===== src/rtl/uart_tx_if.sv =====
// Parallel-side handshake and serial line of the UART transmitter.
// Handshake: a byte is taken on any rising edge where send=1 and ready=1;
// send while ready=0 is dropped and data_in is not looked at.
interface uart_tx_if;
  logic [7:0] data_in;
  logic       send;
  logic       ready;
  logic       busy;
  logic       finish;
  logic       txd;
  logic [1:0] dbg_state;

  modport master (
    output data_in, send,
    input  ready, busy, finish, txd, dbg_state
  );

  modport slave (
    input  data_in, send,
    output ready, busy, finish, txd, dbg_state
  );
endinterface


===== src/rtl/uart_tx.sv =====
// 8N1 UART transmitter with its own baud timer and a one-byte holding
// register so back-to-back bytes leave with no idle gap on the line.
module uart_tx #(
  parameter int CLKS_PER_BIT = 5208
) (
  input logic       clk,
  input logic       reset,
  uart_tx_if.slave  bus
);
  localparam int TW = (CLKS_PER_BIT > 2) ? $clog2(CLKS_PER_BIT) : 1;
  localparam logic [TW-1:0] LAST = TW'(CLKS_PER_BIT - 1);

  typedef enum logic [1:0] {IDLE, START, DATA, STOP} state_t;

  state_t          state, state_n;
  logic [TW-1:0]   timer, timer_n;
  logic [2:0]      idx, idx_n;
  logic [7:0]      shift, shift_n;
  logic [7:0]      hold, hold_n;
  logic            hold_valid, hold_valid_n;
  logic            stop_end;
  logic            txd_q, busy_q, ready_q, finish_q;
  logic            txd_c;
  logic            accept;
  logic            bit_end;

  assign accept  = bus.send && !hold_valid;
  assign bit_end = (timer == LAST);

  always_ff @(posedge clk or posedge reset) begin
    if (reset) begin
      state      <= IDLE;
      timer      <= '0;
      idx        <= '0;
      shift      <= '0;
      hold       <= '0;
      hold_valid <= 1'b0;
      stop_end   <= 1'b0;
      txd_q      <= 1'b1;
      busy_q     <= 1'b0;
      ready_q    <= 1'b1;
      finish_q   <= 1'b0;
    end else begin
      state      <= state_n;
      timer      <= timer_n;
      idx        <= idx_n;
      shift      <= shift_n;
      hold       <= hold_n;
      hold_valid <= hold_valid_n;
      // Line outputs trail the state by one cycle; finish needs a second
      // stage so it lands on the edge the next start bit (or idle) appears.
      stop_end   <= (state == STOP) && bit_end;
      finish_q   <= stop_end;
      txd_q      <= txd_c;
      busy_q     <= (state != IDLE);
      ready_q    <= !hold_valid_n;
    end
  end

  always_comb begin
    state_n      = state;
    timer_n      = bit_end ? '0 : timer + TW'(1);
    idx_n        = idx;
    shift_n      = shift;
    hold_n       = hold;
    hold_valid_n = hold_valid;
    txd_c        = 1'b1;

    case (state)
      IDLE: begin
        timer_n = '0;
        if (accept) begin
          shift_n = bus.data_in;
          state_n = START;
        end
      end
      START: begin
        txd_c = 1'b0;
        if (bit_end) begin
          idx_n   = '0;
          state_n = DATA;
        end
      end
      DATA: begin
        txd_c = shift[0];
        if (bit_end) begin
          shift_n = {1'b0, shift[7:1]};
          idx_n   = idx + 3'd1;
          if (idx == 3'd7) state_n = STOP;
        end
      end
      STOP: begin
        if (bit_end) begin
          if (hold_valid) begin
            shift_n      = hold;
            hold_valid_n = 1'b0;
            state_n      = START;
          end else if (accept) begin
            shift_n = bus.data_in;
            state_n = START;
          end else begin
            state_n = IDLE;
          end
        end
      end
      default: state_n = IDLE;
    endcase

    // A request mid-frame parks in the holding register.
    if (accept && (state != IDLE) && !((state == STOP) && bit_end)) begin
      hold_n       = bus.data_in;
      hold_valid_n = 1'b1;
    end
  end

  assign bus.txd       = txd_q;
  assign bus.busy      = busy_q;
  assign bus.ready     = ready_q;
  assign bus.finish    = finish_q;
  assign bus.dbg_state = state;
endmodule


===== src/flat_wrapper.sv =====
// flat-port wrapper written by rule: the top's interface ports become plain ports
module uart_tx_flat 
#(
  parameter int CLKS_PER_BIT = 5208
)
  (clk, reset, bus_data_in, bus_send, bus_ready, bus_busy, bus_finish, bus_txd, bus_dbg_state);
  uart_tx_if bus_i ();
  input logic clk;
  input logic reset;
  input wire logic [$bits(bus_i.data_in)-1:0] bus_data_in;
  input wire logic [$bits(bus_i.send)-1:0] bus_send;
  output wire logic [$bits(bus_i.ready)-1:0] bus_ready;
  output wire logic [$bits(bus_i.busy)-1:0] bus_busy;
  output wire logic [$bits(bus_i.finish)-1:0] bus_finish;
  output wire logic [$bits(bus_i.txd)-1:0] bus_txd;
  output wire logic [$bits(bus_i.dbg_state)-1:0] bus_dbg_state;
  assign bus_i.data_in = bus_data_in;
  assign bus_i.send = bus_send;
  assign bus_ready = bus_i.ready;
  assign bus_busy = bus_i.busy;
  assign bus_finish = bus_i.finish;
  assign bus_txd = bus_i.txd;
  assign bus_dbg_state = bus_i.dbg_state;
  uart_tx #(.CLKS_PER_BIT(CLKS_PER_BIT)) u_core (.clk(clk), .reset(reset), .bus(bus_i));
endmodule

===== config.mk =====
export PLATFORM = sky130hd
export DESIGN_NAME = uart_tx_flat
export DESIGN_NICKNAME = d
export VERILOG_FILES = /design/src/rtl/uart_tx_if.sv /design/src/rtl/uart_tx.sv /design/src/flat_wrapper.sv
export SDC_FILE = /design/constraint.sdc
export NUM_CORES = 1
export LEC_CHECK = 0
export BUFFER_PORTS_ARGS = -buffer_cell sky130_fd_sc_hd__buf_2
export CORE_MARGIN = 4
export CORE_UTILIZATION = 58
export DETAILED_ROUTE_END_ITERATION = 12
export PLACE_DENSITY = 0.76
export REMOVE_ABC_BUFFERS = 1
export SLEW_MARGIN = 40
export SYNTH_ARGS = -nofsm -noshare
export SYNTH_HDL_FRONTEND = slang
export SYNTH_SLANG_ARGS = --single-unit

===== constraint.sdc =====
create_clock -name clk -period 2.05 [get_ports clk]
set_input_delay 0.41 -clock clk [delete_from_list [all_inputs] [get_ports clk]]
set_output_delay 0.41 -clock clk [all_outputs]
set_load 0.005 [all_outputs]

==> After elaboration in Yosys (flattened, before gate mapping) <==
Index checks and enable logic that the tools add are counted.
{ "totals": {"latch_bits": 0, "elab_cells": 59, "output_inout_bits": 6, "romBits": 0, "register_bits": 40, "input_bits": 11, "ram_bits": 0, "memories": 0} }
{ "classes": {"order_cmp": 0, "reduce_logical": 14, "shifts": 0, "n_mux": 22, "n_eq_ne": 10, "n_mul": 0, "addsub": 2, "div": 0, "bitwise_logic": 0} }
{ "ops": {"columns": ["operator", "count"], "rows": [
  ["8-bit 2-to-1 mux", 4],
  ["13-bit 2-to-1 mux", 2],
  ["8-bit one-hot mux with 3 select lines", 1],
  ["13-bit by 1-bit adder with 13-bit output (second input constant)", 1],
  ["13-bit == test (second input constant)", 1],
  ["2-bit 2-to-1 mux", 6],
  ["2-bit by 1-bit != test with 1-bit output (second input constant)", 5],
  ["2-bit one-hot mux with 4 select lines", 1],
  ["3-bit 2-to-1 mux", 2],
  ["3-bit one-hot mux with 2 select lines", 1],
  ["3-bit AND reduction", 2],
  ["5-bit AND reduction", 1],
  ["2-bit == test (second input constant)", 2],
  ["1-bit logical AND", 4],
  ["1-bit 2-to-1 mux", 4],
  ["2-bit nonzero test", 2],
  ["3-bit by 1-bit adder with 3-bit output (second input constant)", 1],
  ["3-bit == test (second input constant)", 1],
  ["1-bit zero test", 3],
  ["3-bit nonzero test", 1],
  ["2-bit by 1-bit == test with 1-bit output (second input constant)", 1],
  ["2-bit zero test", 1],
  ["1-bit one-hot mux with 2 select lines", 1]
]} }

==> Depth between registers and ports, before layout <==
{ "depth": {"depth_word": 6, "mapped_depth": 7, "depth_no_buf": 6} }

==> Worst setup path after synthesis <==
OpenSTA, ideal clock, no wires.
{ "synth_path": {"path_kind": "register to register", "startpoint": "register u_core.timer[8]", "endpoint": "register u_core.hold[0]", "arrival_time_ns": 1.696, "slack_ns": 0.229, "n_path_buf": 0, "period_less_slack_ns": 1.821, "required_time_ns": 1.925, "path_stages_with_launch": 5, "setup_time_ns": 0.125, "cell_sequence": "dfrtp_1 -> or4b_4 -> nor4_4 -> nor3_4 -> mux2_4"} }
{ "synth_via": {"elab_chain_cells": 4} }
{ "synth_rtl": {"columns": ["element", "line", "source"], "rows": [
  ["from (decl)", "uart_tx.sv:16", "logic [TW-1:0] timer, timer_n;"],
  ["from (signal assigned)", "uart_tx.sv:45", "timer <= timer_n;"],
  ["13-bit == test", "uart_tx.sv:28", "assign bit_end = (timer == LAST);"],
  ["1-bit logical AND", "uart_tx.sv:110", "if (accept && (state != IDLE) && !((state == STOP) && bit_end)) begin"],
  ["1-bit zero test", "uart_tx.sv:110", null],
  ["1-bit logical AND", "uart_tx.sv:110", null],
  ["to (signal assigned)", "uart_tx.sv:48", "hold <= hold_n;"],
  ["to (decl)", "uart_tx.sv:19", "logic [7:0] hold, hold_n;"]
]} }
No other way between the ends.
A chain may end at the register's enable or synchronous reset.

==> Final worst setup path <==
{ "layout_path": {"startpoint": "register u_core.timer[8]", "endpoint": "register u_core.hold[4]"} }
The elaborated chain is that of the path after synthesis.

==> summary by stage <==
CTS
The root buffer cell is sky130_fd_sc_hd__clkbuf_4. The number of hold buffers added after cts is 0. The H-tree was split into 2 levels. The number of clock buffers inserted by TritonCTS is 5.

Clock-pin slew was measured on the worst setup and hold paths at 0.13 ns. The CTS tree is yes. The TritonCTS sink count is 40. The later pin in the worst-skew pair is clocked with a latency of 0.35 ns. In this run the deepest clock path goes through 2 buffers.

Pwr
Summed over all cells, the static leakage comes to 1.01 nW. The register share of total power is 58.9%. For this design the ratio of total power to cell area is 634 mW/mm^2. Combinational logic burns 4.7% of the power. IR analysis of the VDD net gives a maximum drop of 0.406 mV. Cell internal power was estimated by the tool at 1.11 mW. The switching fraction of total power is 21.6%. Summed over all nets, the switching power comes to 306 uW. The share of total power dissipated in the clock network is 36.4%.

Critical path
The largest driver fanout on the critical path is 8. At the worst endpoint, the arrival time is 2.23 ns. The logic depth of the worst register-to-register path is 5.

The worst register-to-register path has a setup slack of 0.06 ns. The worst setup path is launched from a register. The startpoint identified for the worst register-to-register timing path is u_core.timer[8].

The kind of critical path is reg2reg. The critical register-to-register path endpoint is u_core.hold[4]. The critical path capture point type is a register.

For the worst setup path, the data required time is 2.29 ns.

Drt
Wires add up to 3.55 mm. The number of nets still failing antenna checks after routing is 0. Detailed routing inserted a total of 1373 vias. The first TritonRoute pass finished after 5 iterations. After detailed routing, the number of vias per cell comes to 5.79. For this block, the initial DRC count from the detailed router was 182.

In the routed design, unresolved DRC markers number 0. The routed wirelength normalized by instance count is 15.0 um.

Run
The tool flagged a number of max-cap violations equal to 0.

STA
For this run, the top clock speed supported by timing is 503 MHz. The worst path uses 97.0% of the clock period. The count of final max-slew check failures is 0. The worst clock skew is 0.0168 ns.

The max-slew headroom at the worst pin is 61.7%. After layout, the worst setup slack is 0.0614 ns. The minimum clock period is 1.99 ns.

The accumulated negative setup slack is 0 ns. The final count of hold timing violations is 0. The slew at the pin with the worst max-slew slack is 0.573 ns.

Setup violations remaining at the end of the flow were counted as 0.

Place
Summed over all nets, the half-perimeter wirelength after detailed placement is 2.42 mm. The port buffer count is 16. The routability-driven placement congestion ratio is 0.866. Prior to clock tree synthesis, the placed netlist has a worst setup slack of 0.0491 ns.

Hold path
The path category of the worst min-delay check is in2async.

Floorplanning
The initial utilization of the core area, before any placement, comes to 62.0%. In this run the core area contains 20 standard-cell rows. During I/O placement, the number of pins put on the boundary was 17. The die span in x is 65.8 um. The die area is 0.00433 mm^2. In this run the vertical extent of the chip is 65.8 um. The area of the core is 0.00313 mm^2.

Final layout
The ratio of cells with drive above 1 in the final layout is 28.0%. The repair_antennas step left the layout with diodes totalling 0. The post-layout net count is 211. The area growth from synthesis to layout is 15.4%. The filler cell count in the final layout is 220.

Synthesis
The share of async-settable or async-resettable flops after synthesis is 100%. The area of the mapped netlist is 0.00194 mm^2. The combinational family with the most area after synthesis is simple AND/OR/NAND/NOR gates.

The number of warnings reported in the yosys synthesis log is 0. In this run, synthesis inferred 0 flip-flops with an integrated enable. The share of cell area taken by muxes after synthesis is 7.29%. Of the total synthesized cell area, the portion taken by XOR and XNOR cells is 4.97%. The cell count after synthesis came out at 162.

The adder-cell share of the synthesized area is 5.16%. The most frequently used flop master after synthesis is sky130_fd_sc_hd__dfrtp_1. The count of cell types in the netlist is 41. The basic-gate share of the synthesized area counting and, or, nand and nor cells is 16.3%. Of the synthesized area, sequential elements account for 51.7%. The synthesized netlist devotes 12.0% of its cell area to compound gates.

The post-synthesis register bit count is 40. The mean area per synthesized cell is 12.0 um^2.

Status
The flow ran to the end, and the final reports show no timing, DRC or antenna violations.

Global route
The global-route usage over all layers is 18.7%. Global routing finished with a remaining overflow of 0. The number of antenna violations at the first check in global routing is 0. Entering global routing, the biggest net connects 41 pins. The via count of the first global-routing pass was 1354. The first global-routing pass estimated 6.19 mm of wire.
==> power groups by stage <==
stage / Combinational, mW / Clock [mW] / Sequential [mW]
final: 0.0669 / 0.516 / 0.835
after global placement: 0.0642 / 0 / 0.848
after CTS: 0.0687 / 0.526 / 0.834
after floorplan: 0.0474 / 0 / 0.843
after global routing: 0.0749 / 0.560 / 0.838
after detailed placement: 0.0682 / 0 / 0.849
==> area by class of cell <==
| type | instances | area, um^2 | area share, % |
|---|---|---|---|
| clock buffers | 5 | 37.5 | 1.68 |
| clock inverters | 3 | 42.5 | 1.90 |
| repair buffers | 27 | 175 | 7.83 |
| inverters | 9 | 33.8 | 1.51 |
| well taps | 44 | 55.1 | 2.46 |
| flip-flops and latches | 40 | 1000 | 44.9 |
| multi-input cells | 109 | 890 | 39.8 |
==> flip-flops by register name, summed over array words and instances (netlist names) <==
register,flops
u_core.bus.dbg_state,2
u_core.bus.ready,1
u_core.bus.txd,1
u_core.idx,3
u_core.shift,8
u_core.stop_end,1
u_core.timer,13
u_core.hold_valid,1
u_core.hold,8
u_core.bus.busy,1
u_core.bus.finish,1
==> synth_stat cells, types with 2 or more instances <==
cell type                    n  area [um^2]
sky130_fd_sc_hd__nor3_1      6         30.0
sky130_fd_sc_hd__or2_2       2         12.5
sky130_fd_sc_hd__mux2_4      8          120
sky130_fd_sc_hd__o2bb2ai_1   8         70.1
sky130_fd_sc_hd__inv_1       9         33.8
sky130_fd_sc_hd__dfstp_2     2         52.6
sky130_fd_sc_hd__nor4_1      3         18.8
sky130_fd_sc_hd__o21ai_0     4         20.0
sky130_fd_sc_hd__nor2_1     16         60.1
sky130_fd_sc_hd__ha_1        8          100
sky130_fd_sc_hd__a222oi_1    7         70.1
sky130_fd_sc_hd__nand2_1     6         22.5
sky130_fd_sc_hd__xor2_1      3         26.3
sky130_fd_sc_hd__nand4_1     2         12.5
sky130_fd_sc_hd__dfrtp_1    38          951
sky130_fd_sc_hd__xnor2_1     8         70.1
sky130_fd_sc_hd__a32o_1      2         20.0
sky130_fd_sc_hd__nand3_1     4         20.0
sky130_fd_sc_hd__clkbuf_1    2         7.51
sky130_fd_sc_hd__a21oi_1     3         15.0
==> what timing repair did <==
action | 4_1_cts | 5_1_grt
endpoints found under the setup margin | 0 | 16
resized for setup | 0 | 1
setup buffers | 0 | 6
==> layer usage <==
| metal | routed length, um | part of all wire, % | global-route usage [%] | up-vias |
|---|---|---|---|---|
| li1 | - | - | - | 652 |
| met1 | 1560 | 44 | 24.2 | 666 |
| met2 | 1740 | 49 | 29.8 | 45 |
| met3 | 185 | 5.2 | 4.59 | 10 |
| met4 | 65 | 1.8 | 8.03 | 0 |
| met5 | 0 | 0 | 0 | - |
==> worst max-delay path, cell delays in order, from the launching register on <==
cell                      delay [ns]
sky130_fd_sc_hd__dfrtp_1        0.42
sky130_fd_sc_hd__or4b_4         0.56
sky130_fd_sc_hd__nor4_4         0.37
sky130_fd_sc_hd__nor3_4         0.09
sky130_fd_sc_hd__buf_12         0.16
sky130_fd_sc_hd__mux2_4         0.29
==> per-stage QoR <==
stage / cell area [um^2] / instances / hold WS [ns] / util [%] / total power, mW
final: 2240 / 237 / 0.150 / 71.5 / 1.42
after global routing: 2240 / 237 / 0.202 / 71.5 / 1.47
after CTS: 2180 / 232 / 0.167 / 69.8 / 1.43
after detailed placement: 2100 / 224 / 0.351 / 67.2 / 0.917
after global placement: 2100 / 224 / 0.339 / 67.2 / 0.912
after floorplan: 1920 / 158 / 0.331 / - / 0.891
==> layout by cell type, fill, tap and decap left out, types with 4 or more instances in the layout <==
| cell | Yosys | final |
|---|---|---|
| sky130_fd_sc_hd__a222oi_1 | 7 | 7 |
| sky130_fd_sc_hd__buf_2 | 1 | 16 |
| sky130_fd_sc_hd__buf_4 | 0 | 10 |
| sky130_fd_sc_hd__clkbuf_4 | 0 | 5 |
| sky130_fd_sc_hd__dfrtp_1 | 38 | 38 |
| sky130_fd_sc_hd__ha_1 | 8 | 8 |
| sky130_fd_sc_hd__inv_1 | 9 | 9 |
| sky130_fd_sc_hd__mux2_4 | 8 | 8 |
| sky130_fd_sc_hd__nand2_1 | 6 | 6 |
| sky130_fd_sc_hd__nand3_1 | 4 | 4 |
| sky130_fd_sc_hd__nor2_1 | 16 | 16 |
| sky130_fd_sc_hd__nor3_1 | 6 | 6 |
| sky130_fd_sc_hd__o21ai_0 | 4 | 4 |
| sky130_fd_sc_hd__o2bb2ai_1 | 8 | 8 |
| sky130_fd_sc_hd__xnor2_1 | 8 | 8 |
==> cell families after synthesis <==
| family | after synthesis |
|---|---|
| compound gates | 29 |
| xor+xnor | 11 |
| buf+inv | 13 |
| simple gates | 51 |
| flops | 40 |
| fa+ha+maj | 8 |
| mux | 10 |
==> worst max-delay path by stage <==
stage                    start              to  slack, ns  cells past startpoint
2_1_floorplan  u_core.timer[8]  u_core.hold[0]       0.23                      4
3_3_place_gp   u_core.timer[8]  u_core.hold[7]       0.11                      5
3_5_place_dp   u_core.timer[8]  u_core.hold[7]       0.05                      5
4_1_cts        u_core.timer[8]  u_core.hold[4]       0.04                      5
5_1_grt        u_core.timer[7]  u_core.hold[4]     -0.002                      5
6_report       u_core.timer[8]  u_core.hold[4]       0.06                      5
No activity file was read; power rests on OpenSTA's default activity.
